**src/rtl/ex_mem_stage_reg.sv**
```systemverilog
// EX->MEM pipeline stage register with a valid/ready handshake and a
// 2-entry skid buffer (main entry M, skid entry S). The memory side may
// stall without losing in-flight beats; ex_ready is taken straight from
// the state flop, so there is no combinational path from mem_ready.
module ex_mem_stage_reg #(
    parameter int ad_size = 32,
    parameter int d_size  = 32,
    parameter int rd_w    = 5
) (
    input  logic               clk,
    input  logic               rst,

    input  logic               ex_valid,
    output logic               ex_ready,
    input  logic               ex_flush,
    input  logic               pipe_kill,
    input  logic [rd_w-1:0]    ex_rd,
    input  logic               ex_regwrite,
    input  logic               ex_memtoreg,
    input  logic               ex_mem_write,
    input  logic               ex_memread,
    input  logic [ad_size-1:0] ex_address,
    input  logic [d_size-1:0]  ex_data,

    output logic               mem_valid,
    input  logic               mem_ready,
    output logic [rd_w-1:0]    mem_rd,
    output logic               mem_regwrite,
    output logic               mem_memtoreg,
    output logic               mem_mem_write,
    output logic               mem_memread,
    output logic [ad_size-1:0] mem_address,
    output logic [d_size-1:0]  mem_data,

    output logic [rd_w-1:0]    fwd_rd,
    output logic               fwd_regwrite
);

    // One beat of payload, stored exactly as presented by EX.
    typedef struct packed {
        logic [rd_w-1:0]    rd;
        logic               regwrite;
        logic               memtoreg;
        logic               mem_write;
        logic               memread;
        logic [ad_size-1:0] address;
        logic [d_size-1:0]  data;
    } payload_t;

    // Encoding mirrors the valid flags {m_v, s_v}; 2'b01 is unreachable.
    typedef enum logic [1:0] {
        EMPTY = 2'b00,
        FULL  = 2'b10,
        SKID  = 2'b11
    } state_t;

    state_t   state_q, state_d;
    payload_t m_q, m_d;
    payload_t s_q, s_d;
    payload_t in_beat;

    logic m_v;
    logic s_v;
    logic acc;
    logic pop;

    assign in_beat = '{
        rd:        ex_rd,
        regwrite:  ex_regwrite,
        memtoreg:  ex_memtoreg,
        mem_write: ex_mem_write,
        memread:   ex_memread,
        address:   ex_address,
        data:      ex_data
    };

    assign m_v = (state_q == FULL) || (state_q == SKID);
    assign s_v = (state_q == SKID);

    assign ex_ready = !s_v;
    assign acc      = ex_valid && ex_ready && !ex_flush;
    assign pop      = m_v && mem_ready;

    // State and payload registers; reset clears everything immediately.
    always_ff @(posedge clk or posedge rst) begin
        if (rst) begin
            state_q <= EMPTY;
            m_q     <= '0;
            s_q     <= '0;
        end else begin
            state_q <= state_d;
            m_q     <= m_d;
            s_q     <= s_d;
        end
    end

    // Next-state and entry-load decisions; kill empties the stage but
    // leaves payload contents untouched.
    always_comb begin
        state_d = state_q;
        m_d     = m_q;
        s_d     = s_q;
        if (pipe_kill) begin
            state_d = EMPTY;
        end else begin
            case (state_q)
                EMPTY: begin
                    if (acc) begin
                        m_d     = in_beat;
                        state_d = FULL;
                    end
                end
                FULL: begin
                    if (pop && acc) begin
                        m_d = in_beat;
                    end else if (pop) begin
                        state_d = EMPTY;
                    end else if (acc) begin
                        s_d     = in_beat;
                        state_d = SKID;
                    end
                end
                SKID: begin
                    if (pop) begin
                        m_d     = s_q;
                        state_d = FULL;
                    end
                end
                default: begin
                    state_d = EMPTY;
                end
            endcase
        end
    end

    // Head outputs: control bits gated by m_v so an empty stage never writes.
    always_comb begin
        mem_valid     = m_v;
        mem_rd        = m_q.rd;
        mem_regwrite  = m_v && m_q.regwrite;
        mem_memtoreg  = m_v && m_q.memtoreg;
        mem_mem_write = m_v && m_q.mem_write;
        mem_memread   = m_v && m_q.memread;
        mem_address   = m_q.address;
        mem_data      = m_q.data;
        fwd_rd        = m_q.rd;
        fwd_regwrite  = m_v && m_q.regwrite;
    end

endmodule

```
**config.mk**
```make
export PLATFORM = sky130hd
export DESIGN_NAME = ex_mem_stage_reg
export DESIGN_NICKNAME = d
export VERILOG_FILES = /design/src/rtl/ex_mem_stage_reg.sv
export SDC_FILE = /design/constraint.sdc
export NUM_CORES = 1
export LEC_CHECK = 0
export ABC_AREA = 1
export CORE_MARGIN = 3
export CORE_UTILIZATION = 45
export DETAILED_ROUTE_END_ITERATION = 10
export PLACE_DENSITY = 0.74
export SLEW_MARGIN = 20
export SYNTH_ARGS = -nofsm -noshare
export SYNTH_HDL_FRONTEND = slang
export SYNTH_SLANG_ARGS = --single-unit
export TNS_END_PERCENT = 1
```
**constraint.sdc**
```tcl
create_clock -name clk -period 5.2 [get_ports clk]
set_input_delay 1.04 -clock clk [delete_from_list [all_inputs] [get_ports clk]]
set_output_delay 1.04 -clock clk [all_outputs]
set_load 0.005 [all_outputs]
```
Word-level counts from Yosys, hierarchy flattened
Cells that the tools add are included.
{"block": "totals", "regBits": 148, "out_inout_bits": 81}
{"block": "op_classes", "n_eq_ne": 9, "n_mux": 11, "bitwise": 3, "reduce_logical": 16}
{"op": "$mux W73", "count": 3}
{"op": "$pmux W73 S3", "count": 1}
{"op": "$mux W2", "count": 6}
{"op": "$reduce_and A5 Y1", "count": 2}
{"op": "$logic_and A1 B1 Y1", "count": 8}
{"op": "$ne A3 B3 Y1 const B", "count": 2}
{"op": "$pmux W2 S3", "count": 1}
{"op": "$eq A2 B2 Y1 const B", "count": 2}
{"op": "$ne A2 B1 Y1 const B", "count": 2}
{"op": "$ne A4 B4 Y1 const B", "count": 1}
{"op": "$reduce_and A4 Y1", "count": 1}
{"op": "$ne A3 B2 Y1 const B", "count": 1}
{"op": "$not A1 Y1", "count": 3}
{"op": "$reduce_bool A3 Y1", "count": 1}
{"op": "$logic_not A1 Y1", "count": 2}
{"op": "$logic_not A2 Y1", "count": 1}
{"op": "$ne A2 B2 Y1 const B", "count": 1}
{"op": "$logic_or A1 B1 Y1", "count": 1}

Logic depth before layout (Yosys ltp)
Gate-level depths: netlist of run 1.
{"block": "logic_depth", "word_depth": 9, "mapped_depth": 11, "ltp_nobuf": 10}

Worst setup path before layout of run 1
No wires, ideal clock.
{"block": "synth_path", "kind": "register to output", "from": "register state_q[0]", "to": "output ex_ready", "arrival_ps": 1141, "required_time_ps": 4160, "setup_slack_ps": 3019, "path_stages_with_launch": 5, "path_buffers": 2, "cell_sequence": "dfrtp_1 > ha_1 > inv_2 > buf_2 > clkbuf_1"}
{"block": "synth_via", "elab_chain_len": 2}
{"element": "start: declaration", "line": "57", "text": "state_t state_q, state_d;"}
{"element": "start signal: assignment", "line": "91", "text": "state_q <= state_d;"}
{"element": "$eq A2 B2 Y1", "line": "78", "text": "assign s_v = (state_q == SKID);"}
{"element": "$logic_not A1 Y1", "line": "80", "text": "assign ex_ready = !s_v;"}
{"element": "end: declaration", "line": "14", "text": "output logic ex_ready,"}
Every way passes these cells.

Worst setup path after layout of run 1
{"block": "layout_path", "from": "register state_q[0]", "to": "output mem_regwrite"}
{"block": "layout_via", "elab_chain_len": 3, "word_cells_on_any_way": 4, "classes_between": "2 x eq/ne; 2 x reduce/logical"}
{"element": "$eq A2 B2 Y1", "line": "77", "text": "assign m_v = (state_q == FULL) || (state_q == SKID);"}
{"element": "$logic_or A1 B1 Y1 (*)", "line": "77"}
{"element": "$logic_and A1 B1 Y1 (*)", "line": "140", "text": "mem_regwrite = m_v && m_q.regwrite;"}
{"element": "end: declaration", "line": "28", "text": "output logic mem_regwrite,"}
Mark *: on every way between the ends. The rest lies on a longest branch, timed or not.

==> flow_summary.yaml, run 1 <==
synth:
  avgSynthCellArea_sq_um: 8.75
  seq_area_frac_synth_pct: 50.4
  yosys.area.top_type: "dfrtp_1"
  syn_area_sq_um: 7350
  postSynthCellCount: 840
  synth_nets: 923
  synthTopCellsByArea: "dfrtp_1 50%, nand2_1 12%, o21ai_0 8.9%"
  ys_ff_latch: 148
  synth_cell_types: 20
  synth_top_area_share_pct: 50.4
  ys_warn_count: 0
critical_path:
  crit_path_start_kind: "flip-flop"
  cp_max_fo: 6
  critPathMaxStageDelay_ns: 0.53
  crit_path_end_kind: "output port"
  worstPathRequired_ns: 4.16
  critical_path.cell_chain: "inv_1 > ha_1 > nor2_2 > nor2_1 > clkdlybuf4s50_1"
  reg2reg_slack_ns: 2.26
  cp.arrival_ns: 2.04
  path_class: "flip-flop to output port"
  slowest_stage: "clkdlybuf4s50_1"
global_route:
  grt_max_degree: 147
  grt_use_total_pct: 16.7
  grt_pass1_wl_um: 24200
  antenna_found_initial: 1
  overflow: 0
  grt_pass1_vias: 4983
timing:
  finalSetupTns_ns: 0
  worstMarginPinSlew_ns: 0.998
  clock_skew_ns: 0.00434
  setup_viol: 0
  fin_ws_ns: 2.12
  rsz0062_at_grt: "no"
  maxSlewHeadroom_pct: 33.5
  clock.fmax_ghz: 0.325
  fin_crit_ns: 3.08
  finalHoldViolations: 0
  final_max_slew_viol_count: 0
  fin_crit_sh_pct: 59.2
cts:
  clk_pin_slew_ns: 0.06
  post_cts_resize_count: 0
  post-cts-setup-buffer-count: 0
  cts_tree: "yes"
  cts_sinks: 148
  clk_latency_ns: 0.41
  clk_path_buf_depth: 2
  cts-root-buf: "clkbuf_16"
  htree_num_levels: 4
  holdBufCountCts: 0
  cts_buffers: 17
route:
  drtPass1Iterations: 5
  vias: 5239
  antenna_left: 0
  routed_wl_um: 14600
  drt_iter0_markers: 249
  wl_per_cell_um: 12.9
  drt-vias-per-instance: 4.64
  drc: 0
place:
  io_buffers: 159
  dp_hpwl_um: 9490
  preCtsSetupSlack_ns: 1.81
  gp_congestion: 0.779
  placed_area_sq_um: 8380
pwr:
  ir_drop_mv: 0.262
  totalPowerFinal_mw: 4.98
  p_leak_nw: 4.41
  powerDensity_nw_per_um2: 555
cells_and_area:
  fin_nets: 984
  multiInputGateArea_sq_um: 2430
  antenna-diode-count: 0
  n_fill_cell: 1437
  register_area_sq_um: 3700
  post-route-util_pct: 56.3
  syn_to_final_growth_pct: 22.1
  drive_above_1_share_pct: 12.5
  finalInstanceArea_sq_um: 8970
run_status:
  status: "complete, no violations"
die:
  ios: 160
  initial_core_util_pct: 46.1
  fp.dieW_um: 134
  rows: 46
  fp.dieArea_sq_um: 17900
  die_h_um: 134
  core-area_sq_um: 15900
job:
  drv_cap: 0
hold_path:
  hold_class: "flip-flop to flip-flop"
[cell families (layout without fill, tap and decap cells)]
kind of cell | count (synthesis) | after routing | share of synthesized area, %
simple gates | 257 | 257 | 13.5
compound gates | 221 | 221 | 18.8
buf+inv | 210 | 282 | 16.7
flops | 148 | 148 | 50.4
fa+ha+maj | 4 | 4 | 0.681
[metal layers]
| metal | share of wire (%) | up-vias | global-route usage [%] |
|---|---|---|---|
| met4 | 1.3 | 2 | 5.31 |
| met2 | 48 | 128 | 26.8 |
| met5 | 0.089 | - | 0 |
| li1 | - | 2689 | - |
| met1 | 45 | 2403 | 22.1 |
| met3 | 5.7 | 17 | 4.43 |
[cells in the mapped netlist]
cell type and number:
dfrtp_1 148, nand3_2 1, o21ai_0 130, o21ai_2 73, a21oi_1 2, ha_1 4, buf_6 16, buf_4 80
inv_2 1, clkbuf_1 9, nor2_2 2, inv_1 86, buf_2 9, buf_1 5, clkbuf_2 4, nand3_1 9
nand2_1 231, nor2_1 13, nand4_1 1, o21ai_1 16
[placed cells by master, fill, tap and decap left out, drive strengths merged]
cell           count
nand2            231
o21ai            219
clkdlybuf4s50    159
dfrtp            148
inv               87
clkbuf            19
nor2              15
nand3             10
clkinv             6
buf                6
ha                 4
bufinv             3
a21oi              2
clkinvlp           2
nand4              1
[final cells by class]
type	count	area share, %
inverters	87	3.72
repair buffers	165	18.4
well taps	216	3.01
clock inverters	11	1.51
flip-flops and latches	148	41.3
clock buffers	19	5.05
multi-input cells	482	27.1
[power by group]
group | internal [mW] | leakage (nW) | total (mW) | switching (mW)
registers | 1.68 | 1.86 | 1.96 | 0.282
clock network | 0.768 | 0.290 | 1.22 | 0.451
logic | 0.934 | 2.26 | 1.80 | 0.867
[sequential cells by signal, summed over array words and instances (netlist names)]
register,flops
fwd_rd,5
m_q,4
mem_address,32
mem_data,32
s_q,73
state_q,2
[stage by stage]
| step | std cells | hold WS [ns] |
|---|---|---|
| CTS | 1128 | 0.482 |
| floorplan | 840 | 0.448 |
| global route | 1128 | 0.499 |
| detailed placement | 1098 | 0.467 |
| finish | 1128 | 0.478 |
| global placement | 1098 | 0.460 |
[critical path, delay by kind of cell (launching register included)]
family	cells	cell delay (ns)
adder cells (fa/ha/maj)	1	0.30
buffers and inverters	2	0.63
flip-flops	1	0.41
AND/OR/NAND/NOR	2	0.29
[path summary, 6_finish.rpt]
path / start / to / cells after the start
worst max-delay path: state_q[0] / mem_regwrite / 5
worst min-delay path: mem_data[7] / mem_data[7] / 2
worst max register to register: state_q[0] / mem_address[30] / 10
worst min register to register: mem_data[7] / mem_data[7] / 2
max in group asynchronous: rst / s_q[59] / 3
min in group asynchronous: rst / s_q[51] / 2
Power figures use the tool's default switching activity.
==> run 2, diff against run 1 <==
Settings changed: PLACE_DENSITY 0.74 to 0.71.
Clock period 5.2 ns to 3.2 ns, I/O delays scaled along.
==> run 2 against run 1 <==
Net effect:
- flip-flop and latch count is the same
- clock-buffer cell count grew 4
- critical path depth is the same
- core utilization grew 0.30 points
- combinational power grew 63%
- global-route usage shrank 0.42 points
- hold slack lost 0.00072 ns
- cell count grew 0.18%
==> flow_summary.yaml, run 2 (synthesized netlist as in run 1, its figures left out) <==
route:
  drt-vias-per-instance: 4.62
  vias: 5215
  drc: 0
  drt_iter0_markers: 308
  antenna_left: 0
  wl_per_cell_um: 12.7
  drtPass1Iterations: 6
  routed_wl_um: 14300
critical_path:
  path_class: "flip-flop to output port"
  cp_max_fo: 6
  cp.arrival_ns: 2.02
  crit_path_end_kind: "output port"
  critPathBufInv: 2
  crit_path_start_kind: "flip-flop"
  crit_family: "buffers and inverters"
  worstPathRequired_ns: 2.56
  slowest_stage: "clkdlybuf4s50_1"
  critPathMaxStageDelay_ns: 0.53
  critical_path.cell_chain: "inv_1 > ha_1 > nor2_2 > nor2_1 > clkdlybuf4s50_1"
place:
  io_buffers: 159
  dp_hpwl_um: 9200
  gp_congestion: 0.798
cells_and_area:
  largest_reg_flops: 73
  mostFrequentLayoutCells: "231 x nand2_1, 159 x clkdlybuf4s50_1, 148 x dfrtp_1"
  top_register: "s_q"
  fin_nets: 984
  drive_above_1_share_pct: 12.1
  final_common_cell: "nand2_1"
  syn_to_final_growth_pct: 22.7
  antenna-diode-count: 0
timing:
  final_max_slew_viol_count: 0
  maxSlewHeadroom_pct: 57.8
  hold_ws_ns: 0.477
  clock.fmax_ghz: 0.376
  setup_viol: 0
  finalSetupTns_ns: 0
  fin_crit_ns: 2.66
  finalHoldViolations: 0
  fin_crit_sh_pct: 83.2
  clock_skew_ns: 0.00797
  rsz0062_at_grt: "no"
  worstMarginPinSlew_ns: 0.632
pwr:
  ir_drop_mv: 0.417
  p_leak_nw: 4.42
  powerDensity_nw_per_um2: 898
global_route:
  grt_max_degree: 147
  antenna_found_initial: 0
  grt_pass1_wl_um: 23700
  overflow: 0
  grt_pass1_vias: 4722
  grt_use_total_pct: 16.2
cts:
  post-cts-setup-buffer-count: 0
  clk_path_buf_depth: 2
  clk_latency_ns: 0.41
  cts-root-buf: "clkbuf_16"
  cts_buffers: 17
  cts_tree: "yes"
  cts_sinks: 148
  holdBufCountCts: 0
  clk_pin_slew_ns: 0.06
  htree_num_levels: 4
  post_cts_resize_count: 0
hold_path:
  hold_class: "flip-flop to flip-flop"
die:
  ios: 160
  die_h_um: 134
  rows: 46
  core-area_sq_um: 15900
  initial_core_util_pct: 46.1
  fp.dieArea_sq_um: 17900
  fp.dieW_um: 134
run_status:
  status: "complete, no violations"
job:
  drv_cap: 0
## run 2: worst reg2reg max path: cells and delay by family, from the launching register on
family	cells	cell delay (ns)
AOI/OAI and AO/OA	1	0.09
adders and majority gates	1	0.28
buffers and inverters	2	0.51
DFF	1	0.40
and+or+nand+nor	6	0.85
## run 2: where the power goes
part           total, mW  switching, mW  internal, mW  leakage (nW)
clock network       1.99          0.742          1.24         0.281
registers           3.17          0.446          2.72          1.86
logic               2.94           1.41          1.54          2.28
total               8.10           2.59          5.50          4.42
## run 2: path summary, 6_finish.rpt
check | startpoint | to | slack (ns) | cells after the start
setup / recovery | state_q[0] | mem_regwrite | 0.54 | 5
hold / removal | mem_data[16] | mem_data[16] | 0.48 | 2
setup reg to reg | state_q[0] | mem_address[8] | 1.01 | 10
hold reg to reg | mem_data[16] | mem_data[16] | 0.48 | 2
max in group asynchronous | rst | mem_data[31] | 1.81 | 3
min in group asynchronous | rst | mem_data[30] | 0.66 | 2
## run 2: stage by stage
step	std cells	setup WS [ns]	utilization [%]	power [mW]	area, sq um
after floorplan	840	0.699	-	5.48	7350
after detailed placement	1098	0.853	52.9	6.18	8430
after global routing	1130	0.391	56.6	8.69	9020
after global placement	1098	0.907	52.9	6.08	8430
final	1130	0.538	56.6	8.10	9020
after CTS	1130	0.520	56.6	8.21	9020
## run 2: cell type report
cell class	count	area (sq um)
Timing Repair Buffer	165	1700
Inverter	87	333
Clock buffer	23	458
Tap cell	216	270
Clock inverter	9	129
Fill cell	1452	6920
Sequential cell	148	3700
Multi-Input combinational cell	482	2430
## run 2: layer usage
metal  track usage [%]  up-vias  wire length (um)
met5                 0        -                 0
met4              4.80        0               116
met3              4.69        8               832
met2              25.9      129              6870
met1              21.8     2378              6520
li1                  -     2700                 -
==> run 3, diff against run 2 <==
Clock period 3.2 ns to 2.5 ns, I/O delays scaled along.
==> run 3 against run 2 <==
Net effect:
- core utilization rose by 0.25 points
- clock-buffer cell count increased by 3
- via count grew 1.2%
- critical endpoint unchanged
- non-clock buffer count increased by 4
- cell count is 0.27% higher
==> flow_summary.yaml, run 3 (synthesized netlist as in run 1, its figures left out) <==
cells_and_area:
  register_area_sq_um: 3700
  fin_nets: 988
  mostFrequentLayoutCells: "231 x nand2_1, 159 x clkdlybuf4s50_1, 148 x dfrtp_1"
  n_fill_cell: 1473
  final_common_cell: "nand2_1"
  largest_reg_flops: 73
  multiInputGateArea_sq_um: 2450
  syn_to_final_growth_pct: 23.3
  top_register: "s_q"
  drive_above_1_share_pct: 12.5
  antenna-diode-count: 0
timing:
  finalHoldViolations: 0
  fin_crit_sh_pct: 94.4
  rsz0062_at_grt: "no"
  setup_viol: 0
  final_max_slew_viol_count: 0
  clock_skew_ns: 0.00863
  finalSetupTns_ns: 0
  clock.fmax_ghz: 0.424
  worstMarginPinSlew_ns: 0.612
  fin_crit_ns: 2.36
  maxSlewHeadroom_pct: 59.2
global_route:
  grt_use_total_pct: 16.6
  grt_pass1_wl_um: 24100
  overflow: 0
  antenna_found_initial: 0
  grt_max_degree: 147
  grt_pass1_vias: 4880
route:
  met2_length_um: 7230
  met3_length_um: 679
  wl_met1_um: 6520
  antenna_left: 0
  drt-vias-per-instance: 4.66
  drt_iter0_markers: 358
  drtPass1Iterations: 5
  routed_wl_um: 14600
  drc: 0
  maxUsedRoutingLayer: "met4"
  wl_per_cell_um: 12.9
  vias: 5276
die:
  fp.dieArea_sq_um: 17900
  die_h_um: 134
  core-area_sq_um: 15900
  fp.dieW_um: 134
  rows: 46
  initial_core_util_pct: 46.1
  ios: 160
critical_path:
  critPathMaxStageDelay_ns: 0.52
  r2r-start: "state_q[1]"
  worstPathRequired_ns: 2.00
  critPathBufInv: 1
  cp.arrival_ns: 1.86
  crit_start: "state_q[1]"
  slowest_stage: "clkdlybuf4s50_1"
  critical_path.cell_chain: "ha_1 > nor2_4 > nor2_2 > clkdlybuf4s50_1"
  path_class: "flip-flop to output port"
  crit_family: "buffers and inverters"
  crit_path_end_kind: "output port"
  cp_max_fo: 5
  crit_path_start_kind: "flip-flop"
cts:
  cts_buffers: 17
  cts-root-buf: "clkbuf_16"
  cts_tree: "yes"
  clk_pin_slew_ns: 0.06
  cts_sinks: 148
  holdBufCountCts: 0
  clk_path_buf_depth: 2
  htree_num_levels: 4
  clk_latency_ns: 0.41
pwr:
  p_leak_nw: 4.44
  totalPowerFinal_mw: 10.3
  pwr-share-clk_pct: 22.7
  p_comb_share_pct: 37.7
  sw_frac_of_total_pct: 32.1
  powerDensity_nw_per_um2: 1130
  power.switching_mw: 3.29
  power.internal_mw: 6.97
  ir_drop_mv: 0.474
  p_seq_share_pct: 39.6
run_status:
  status: "complete, no violations"
hold_path:
  hold_class: "input port to asynchronous set/reset pin"
job:
  drv_cap: 0
place:
  dp_hpwl_um: 9880
  io_buffers: 159
  gp_congestion: 0.795
[run 3: cell count changes in the layout (fill, tap and decap cells not counted), sizes merged]
cell	change
clkbuf	+3
clkinvlp	-2
buf	+4
bufinv	-2
[run 3: final timing paths]
| kind | endpoint | slack, ns | depth (start not counted) |
|---|---|---|---|
| setup / recovery | mem_regwrite | 0.14 | 4 |
| hold / removal | s_q[30] | 0.45 | 2 |
| setup reg to reg | s_q[55] | 0.45 | 8 |
| hold reg to reg | mem_address[31] | 0.48 | 2 |
| max in group asynchronous | m_q[67] | 1.37 | 3 |
| min in group clk | mem_address[31] | 0.48 | 2 |
[run 3: repair_timing]
item | CTS | global route
setup buffers | 0 | 0
endpoints found under the hold margin | 0 | 0
endpoints found under the setup margin | 3 | 5
gates resized for setup | 1 | 3
pin swaps | 0 | 0
[run 3: through the flow]
step | utilization (%) | worst slack, ns | std cells | hold WS [ns] | instance area, sq um
floorplan | - | 0.139 | 840 | 0.448 | 7350
global placement | 53.3 | 0.421 | 1102 | 0.460 | 8500
detailed placement | 53.3 | 0.397 | 1102 | 0.468 | 8500
CTS | 56.7 | 0.00356 | 1133 | 0.445 | 9040
global route | 56.8 | 0.00293 | 1133 | 0.464 | 9060
finish | 56.8 | 0.140 | 1133 | 0.454 | 9060
[run 3: power groups by stage]
stage | combinational [mW] | sequential (mW) | clock (mW)
final | 3.87 | 4.06 | 2.33
after global routing | 4.34 | 4.19 | 2.51
after CTS | 3.93 | 4.07 | 2.40
after detailed placement | 3.92 | 4.09 | 0
after global placement | 3.80 | 4.08 | 0
after floorplan | 3.09 | 3.92 | 0
[run 3: cell type report]
type / instances / area share (%)
Clock inverter: 5 / 0.552
Inverter: 87 / 3.67
Multi-Input combinational cell: 482 / 27.0
Tap cell: 216 / 2.98
Sequential cell: 148 / 40.9
Timing Repair Buffer: 169 / 19.5
Clock buffer: 26 / 5.40
[run 3: metal layers]
layer / track usage (%) / vias to the layer above
li1: - / 2709
met1: 22.0 / 2442
met3: 4.09 / 9
met2: 26.9 / 116
met5: 0 / -
met4: 5.77 / 0
